<file path="config.mk">
export PLATFORM = sky130hd
export DESIGN_NAME = conbus_wrr_arb5
export DESIGN_NICKNAME = d
export VERILOG_FILES = /design/src/rtl/conbus_wrr_arb5.sv
export SDC_FILE = /design/constraint.sdc
export NUM_CORES = 1
export LEC_CHECK = 0
export CAP_MARGIN = 40
export CELL_PAD_IN_SITES_DETAIL_PLACEMENT = 2
export CELL_PAD_IN_SITES_GLOBAL_PLACEMENT = 2
export CORE_ASPECT_RATIO = 1.25
export CORE_MARGIN = 3
export CORE_UTILIZATION = 35
export DETAILED_ROUTE_END_ITERATION = 6
export PLACE_DENSITY_LB_ADDON = 0.1
export SETUP_SLACK_MARGIN = 0.4
export SYNTH_ARGS = -nofsm -noshare
export SYNTH_HDL_FRONTEND = slang
export SYNTH_SLANG_ARGS = --single-unit
export TNS_END_PERCENT = 50
</file>
<file path="constraint.sdc">
create_clock -name sys_clk -period 5.9 [get_ports sys_clk]
set_clock_uncertainty 0.2 [all_clocks]
set_input_delay 0.885 -clock sys_clk [delete_from_list [all_inputs] [get_ports sys_clk]]
set_output_delay 0.885 -clock sys_clk [all_outputs]
set_load 0.02 [all_outputs]
</file>
<file path="src/rtl/conbus_wrr_arb5.sv">
// conbus_wrr_arb5 -- five-master weighted round-robin arbiter with watchdog.
//
// Produces the registered `gnt` select for a 5-master shared Wishbone bus.
// A master keeps the grant for up to W<n> complete transactions; the grant
// moves only at transaction boundaries, when the owner drops cyc, or when the
// watchdog decides the owner's cycle will never be acknowledged.
//
// Ports:
//   sys_clk     in   clock
//   sys_rst     in   synchronous active-high reset
//   req[4:0]    in   cyc_i of masters 4..0
//   bus_ack     in   OR of slave acks on the shared bus
//   bus_cti[2:0] in  cti of the currently granted master
//   gnt[2:0]    out  granted master index 0..4 (registered)
//   tmo         out  one-cycle pulse, watchdog expired
//   tmo_master  out  master that timed out (valid with tmo, holds otherwise)

module conbus_wrr_arb5 #(
    parameter logic [3:0]  W0         = 4'd1,
    parameter logic [3:0]  W1         = 4'd1,
    parameter logic [3:0]  W2         = 4'd1,
    parameter logic [3:0]  W3         = 4'd1,
    parameter logic [3:0]  W4         = 4'd1,
    parameter int unsigned TMO_CYCLES = 1023
) (
    input  logic       sys_clk,
    input  logic       sys_rst,
    input  logic [4:0] req,
    input  logic       bus_ack,
    input  logic [2:0] bus_cti,
    output logic [2:0] gnt,
    output logic       tmo,
    output logic [2:0] tmo_master
);

    localparam logic [15:0] WD_MAX = 16'(TMO_CYCLES - 1);

    // Tenure weight of a master; a zero weight still allows one transaction.
    function automatic logic [3:0] weight(input logic [2:0] m);
        logic [3:0] w;
        case (m)
            3'd0:    w = W0;
            3'd1:    w = W1;
            3'd2:    w = W2;
            3'd3:    w = W3;
            default: w = W4;
        endcase
        return (w == 4'd0) ? 4'd1 : w;
    endfunction

    logic [2:0]  gnt_q, gnt_d;
    logic [3:0]  credit_q, credit_d;
    logic [15:0] wd_q, wd_d;
    logic [2:0]  tm_q, tm_d;

    logic       cur_req;
    logic       eot;
    logic       tmo_c;
    logic       rearb;
    logic [2:0] nxt;
    logic       found;
    logic [3:0] idx;

    assign cur_req = req[gnt_q];
    // Classic cycle (000) or end-of-burst (111) ack closes a transaction.
    assign eot     = bus_ack && (bus_cti == 3'b000 || bus_cti == 3'b111);
    assign tmo_c   = !sys_rst && cur_req && !bus_ack && (wd_q == WD_MAX);
    assign rearb   = tmo_c || !cur_req || (eot && credit_q == 4'd1);

    // Search gnt+1 .. gnt+5 (mod 5); the current owner comes last, so a lone
    // requester keeps the bus and an idle bus parks on the current owner.
    always_comb begin
        found = 1'b0;
        nxt   = gnt_q;
        idx   = 4'd0;
        for (int k = 1; k <= 5; k++) begin
            idx = {1'b0, gnt_q} + 4'(k);
            if (idx >= 4'd5) idx = idx - 4'd5;
            if (!found && req[idx[2:0]]) begin
                found = 1'b1;
                nxt   = idx[2:0];
            end
        end
    end

    always_comb begin
        gnt_d    = rearb ? nxt : gnt_q;
        credit_d = credit_q;
        if (rearb)
            credit_d = weight(gnt_d);
        else if (eot && cur_req && credit_q != 4'd0)
            credit_d = credit_q - 4'd1;
        // Watchdog only runs while the owner holds cyc waiting for an ack.
        if (tmo_c || !cur_req || bus_ack || gnt_d != gnt_q)
            wd_d = 16'd0;
        else
            wd_d = wd_q + 16'd1;
        tm_d = tmo_c ? gnt_q : tm_q;
    end

    always_ff @(posedge sys_clk) begin
        if (sys_rst) begin
            gnt_q    <= 3'd0;
            credit_q <= weight(3'd0);
            wd_q     <= 16'd0;
            tm_q     <= 3'd0;
        end else begin
            gnt_q    <= gnt_d;
            credit_q <= credit_d;
            wd_q     <= wd_d;
            tm_q     <= tm_d;
        end
    end

    assign gnt        = gnt_q;
    assign tmo        = tmo_c;
    assign tmo_master = tm_d;

endmodule
</file>
==> impl_table.tex <==
\begin{tabular}{lr}
\hline
Metric & Value \\
\hline
\multicolumn{2}{l}{\textbf{Synth}} \\
\quad Number of synthesized flops with an enable pin & 0 \\
\quad Async set-or-reset flop fraction in the synthesized netlist & 0 \\
\quad Average size of a mapped cell & 8.33 um2 \\
\quad Yosys cell types & 65 \\
\quad Syn nets & 317 \\
\quad Share of synthesized area occupied by flip-flops and latches & 0.215 \\
\quad Leading post-synthesis cells by cell area & sky130\_fd\_sc\_hd\_\_dfxtp\_1 22\%, sky130\_fd\_sc\_hd\_\_ha\_1 7.8\%, sky130\_fd\_sc\_hd\_\_nor2\_1 5.3\% \\
\quad Cell type with the highest aggregate area in the netlist & sky130\_fd\_sc\_hd\_\_dfxtp\_1 \\
\quad Area share of the leading cell type in the synthesized netlist & 0.215 \\
\quad Dominant register cell in the synthesized netlist & sky130\_fd\_sc\_hd\_\_dfxtp\_1 \\
\quad Synthesis-stage register bit count & 26 \\
\quad Top cell types by occurrence after synthesis & 34 x sky130\_fd\_sc\_hd\_\_nor2\_1, 26 x sky130\_fd\_sc\_hd\_\_dfxtp\_1, 15 x sky130\_fd\_sc\_hd\_\_ha\_1 \\
\quad Yosys warnings & 0 \\
\quad Most used standard cell by instance count after synthesis & sky130\_fd\_sc\_hd\_\_nor2\_1 \\
\quad Mapped cell area & 2420 um2 \\
\quad Cell count after synthesis & 290 \\
\multicolumn{2}{l}{\textbf{Power}} \\
\quad Share of total power in the clock network & 0.072 \\
\quad Switching power & 0.701 mW \\
\quad Internal power consumption & 0.669 mW \\
\quad Power Density & 515 nW/um2 \\
\quad Share of total power consumed by net switching & 0.512 \\
\quad Max VDD drop & 190 uV \\
\quad Register share of total power & 0.149 \\
\quad Part of the total power dissipated in combinational logic & 0.779 \\
\quad Cell leakage power & 0.969 nW \\
\multicolumn{2}{l}{\textbf{Worst setup path}} \\
\quad Register-to-register path setup slack & 1960 ps \\
\quad Buffers plus inverters on the worst setup path & 2 \\
\quad Crit-path max cell delay & 630 ps \\
\quad Gate family responsible for the most delay along the worst path & buffers and inverters \\
\quad Worst EP required & 4820 ps \\
\quad R2R Path Start & gnt[2] \\
\quad Critical path start-end classification & in2out \\
\quad Cells along the critical path & clkdlybuf4s50\_1 -> mux2i\_1 -> a21oi\_1 -> a32oi\_1 -> nor2\_1 -> mux2\_2 -> clkdlybuf4s50\_1 \\
\quad Arrival time of the worst setup path & 3230 ps \\
\quad Reg-to-reg endpoint & gnt[1] \\
\quad Reg2Reg Depth & 9 \\
\quad Most common cell type on the critical path & sky130\_fd\_sc\_hd\_\_clkdlybuf4s50\_1 \\
\quad Critical path capture point type & primary output \\
\quad Crit Path Max Fanout & 8 \\
\quad Launching element type of the critical path & input pin \\
\quad Critical-path cell with the highest stage delay & sky130\_fd\_sc\_hd\_\_clkdlybuf4s50\_1 \\
\multicolumn{2}{l}{\textbf{Clocking}} \\
\quad Clock tree from TritonCTS & built \\
\quad Clock network latency to the later pin of the worst-skew pair & 270 ps \\
\quad Post-CTS sizing & 0 \\
\quad Clock buffer count from CTS & 3 \\
\quad CTS HTree Levels & 1 \\
\quad Number of setup buffers added after CTS & 0 \\
\quad Clk sinks & 26 \\
\quad Root Driver & sky130\_fd\_sc\_hd\_\_clkbuf\_8 \\
\quad Maximum clock insertion buffer count & 2 \\
\quad Hold Buf Count CTS & 0 \\
\quad Clock slew seen by the registers of the worst setup and hold paths & 80 ps \\
\multicolumn{2}{l}{\textbf{Timing}} \\
\quad Upper clock frequency limit & 0.232 GHz \\
\quad Final worst path period need & 4310 ps \\
\quad Summed negative setup slack over all endpoints & 0 ps \\
\quad Share of the clock period used by the worst path after layout & 0.731 \\
\quad Setup repair after global routing missed its margin & no \\
\quad Max-slew headroom at the worst pin & 0.472 \\
\quad Max Transition Viols Final & 0 \\
\quad Hold Vio Cnt, Final & 0 \\
\quad Post-route worst setup slack & 1590 ps \\
\quad Slew at the pin with the worst max-slew slack & 792 ps \\
\quad Total setup violations reported at the end of the flow & 0 \\
\multicolumn{2}{l}{\textbf{Placement}} \\
\quad Worst slack at placement & 1580 ps \\
\quad Routability-driven placement congestion ratio & 0.824 \\
\quad Number of buffer cells added on primary ports & 17 \\
\quad Detail Placement HPWL & 5330 um \\
\multicolumn{2}{l}{\textbf{Floorplanning}} \\
\quad Chip height & 98.9 um \\
\quad Initial core utilization & 0.363 \\
\quad Row cnt & 33 \\
\quad Die Width & 80.3 um \\
\quad Number of primary I/O pins & 18 \\
\quad Die footprint & 7940 um2 \\
\quad Area of the core region & 6650 um2 \\
\multicolumn{2}{l}{\textbf{GRT}} \\
\quad Vias in the first global route & 2351 \\
\quad Initial antenna violation count & 0 \\
\quad Maximum number of pins on one net before global-route repair & 35 \\
\quad Total gr overflow & 0 \\
\quad Global routing usage summed across all routing layers & 0.184 \\
\quad First-pass GRT wire length & 11700 um \\
\multicolumn{2}{l}{\textbf{Routing}} \\
\quad Met2 WL & 3760 um \\
\quad Initial DRT Pass Iterations & 4 \\
\quad Met1 layer wirelength in the final routing & 2920 um \\
\quad Routed via count & 2168 \\
\quad Top layer reached by signal wires & met4 \\
\quad Detailed-routed wire length on met3 & 69 um \\
\quad Antenna viol nets, final & 0 \\
\quad Routed wire length per instance & 17.7 um \\
\quad Mean number of vias per cell & 5.62 \\
\quad DRC violation count after routing & 0 \\
\quad Total wire length after detailed routing & 6830 um \\
\quad Count of routing violations after the opening detailed-route iteration & 83 \\
\multicolumn{2}{l}{\textbf{Min path}} \\
\quad HP Start & wd\_q[0] \\
\quad Cell count of the worst hold path & 1 \\
\quad Class of the tightest hold or removal check & reg2reg \\
\quad Hold endpoint & wd\_q[0] \\
\multicolumn{2}{l}{\textbf{Layout}} \\
\quad Layout Area Growth over Synthesis & 10.2\% \\
\quad Antenna diode count & 0 \\
\quad Fraction of final layout cells with drive strength greater than 1 & 0.100 \\
\quad Number of nets in the final layout & 328 \\
\quad Final-layout fill cell count & 775 \\
\multicolumn{2}{l}{\textbf{Run status}} \\
\quad Result of the run & completed \\
\multicolumn{2}{l}{\textbf{Job}} \\
\quad Count of max-cap constraint violations & 0 \\
\hline
\end{tabular}
how the worst max path moves through the flow:
stage	to	slack, ps	startpoint	cells after the start
floorplan	gnt[1]	2490	gnt[0]	11
global placement	tmo_master[0]	1670	req[1]	7
detailed placement	tmo_master[1]	1580	req[0]	7
CTS	tmo_master[1]	1580	req[0]	7
global route	tmo_master[2]	1420	req[0]	7
finish	tmo_master[1]	1590	req[0]	7
sequential cells by signal (all words and copies together) (netlist names):
signal	cells
tm_q	3
gnt	3
credit_q	4
wd_q	16
through the flow:
step	total power [mW]	hold WS, ps	cell area [um2]	instances	utilization
floorplan	1.05	237	2420	290	-
global placement	1.27	254	2620	383	0.394
detailed placement	1.28	262	2620	383	0.394
CTS	1.39	283	2660	386	0.400
global route	1.50	329	2660	386	0.400
finish	1.37	276	2660	386	0.400
placed cells by master, fill, tap and decap left out, types with 8 or more instances in the layout:
cell type / count
sky130_fd_sc_hd__nor2_1: 34
sky130_fd_sc_hd__inv_1: 13
sky130_fd_sc_hd__o21ai_0: 13
sky130_fd_sc_hd__xor2_1: 14
sky130_fd_sc_hd__ha_1: 15
sky130_fd_sc_hd__mux2i_1: 8
sky130_fd_sc_hd__clkdlybuf4s50_1: 17
sky130_fd_sc_hd__nand2b_1: 10
sky130_fd_sc_hd__nand2_1: 14
sky130_fd_sc_hd__a21oi_1: 14
sky130_fd_sc_hd__dfxtp_1: 26
sky130_fd_sc_hd__nand3_1: 14
logic make-up (layout without fill, tap and decap cells):
| kind of cell | Yosys count | after routing | synth area share |
|---|---|---|---|
| multiplexers | 14 | 14 | 0.0658 |
| adder cells (fa/ha/maj) | 16 | 16 | 0.0860 |
| AND/OR/NAND/NOR | 122 | 122 | 0.292 |
| XOR/XNOR | 21 | 21 | 0.0761 |
| buffers and inverters | 26 | 35 | 0.0575 |
| flip-flops | 26 | 26 | 0.215 |
| AO/OA/AOI/OAI | 65 | 65 | 0.208 |
power by group through the flow:
stage	combinational, mW	sequential (mW)	clock (mW)
2_1_floorplan	0.834	0.217	0
3_3_place_gp	1.06	0.208	0
3_5_place_dp	1.07	0.209	0
4_1_cts	1.08	0.205	0.105
5_1_grt	1.18	0.207	0.110
6_report	1.07	0.204	0.0981
layer usage:
| metal | global-route usage | up-vias |
|---|---|---|
| li1 | - | 1065 |
| met1 | 0.224 | 1082 |
| met2 | 0.347 | 16 |
| met3 | 0.00914 | 5 |
| met4 | 0.0429 | 0 |
| met5 | 0 | - |
final cells by class:
type                       count  area, um2  share of cell area
clock buffer                   3       41.3              0.0155
inverter                      13       48.8              0.0183
multi-input combinational    238       1760               0.660
sequential                    26        520               0.196
tap                           87        109              0.0409
timing repair buffer          19        185              0.0696
Note: power is estimated with default switching activity, not from simulation.
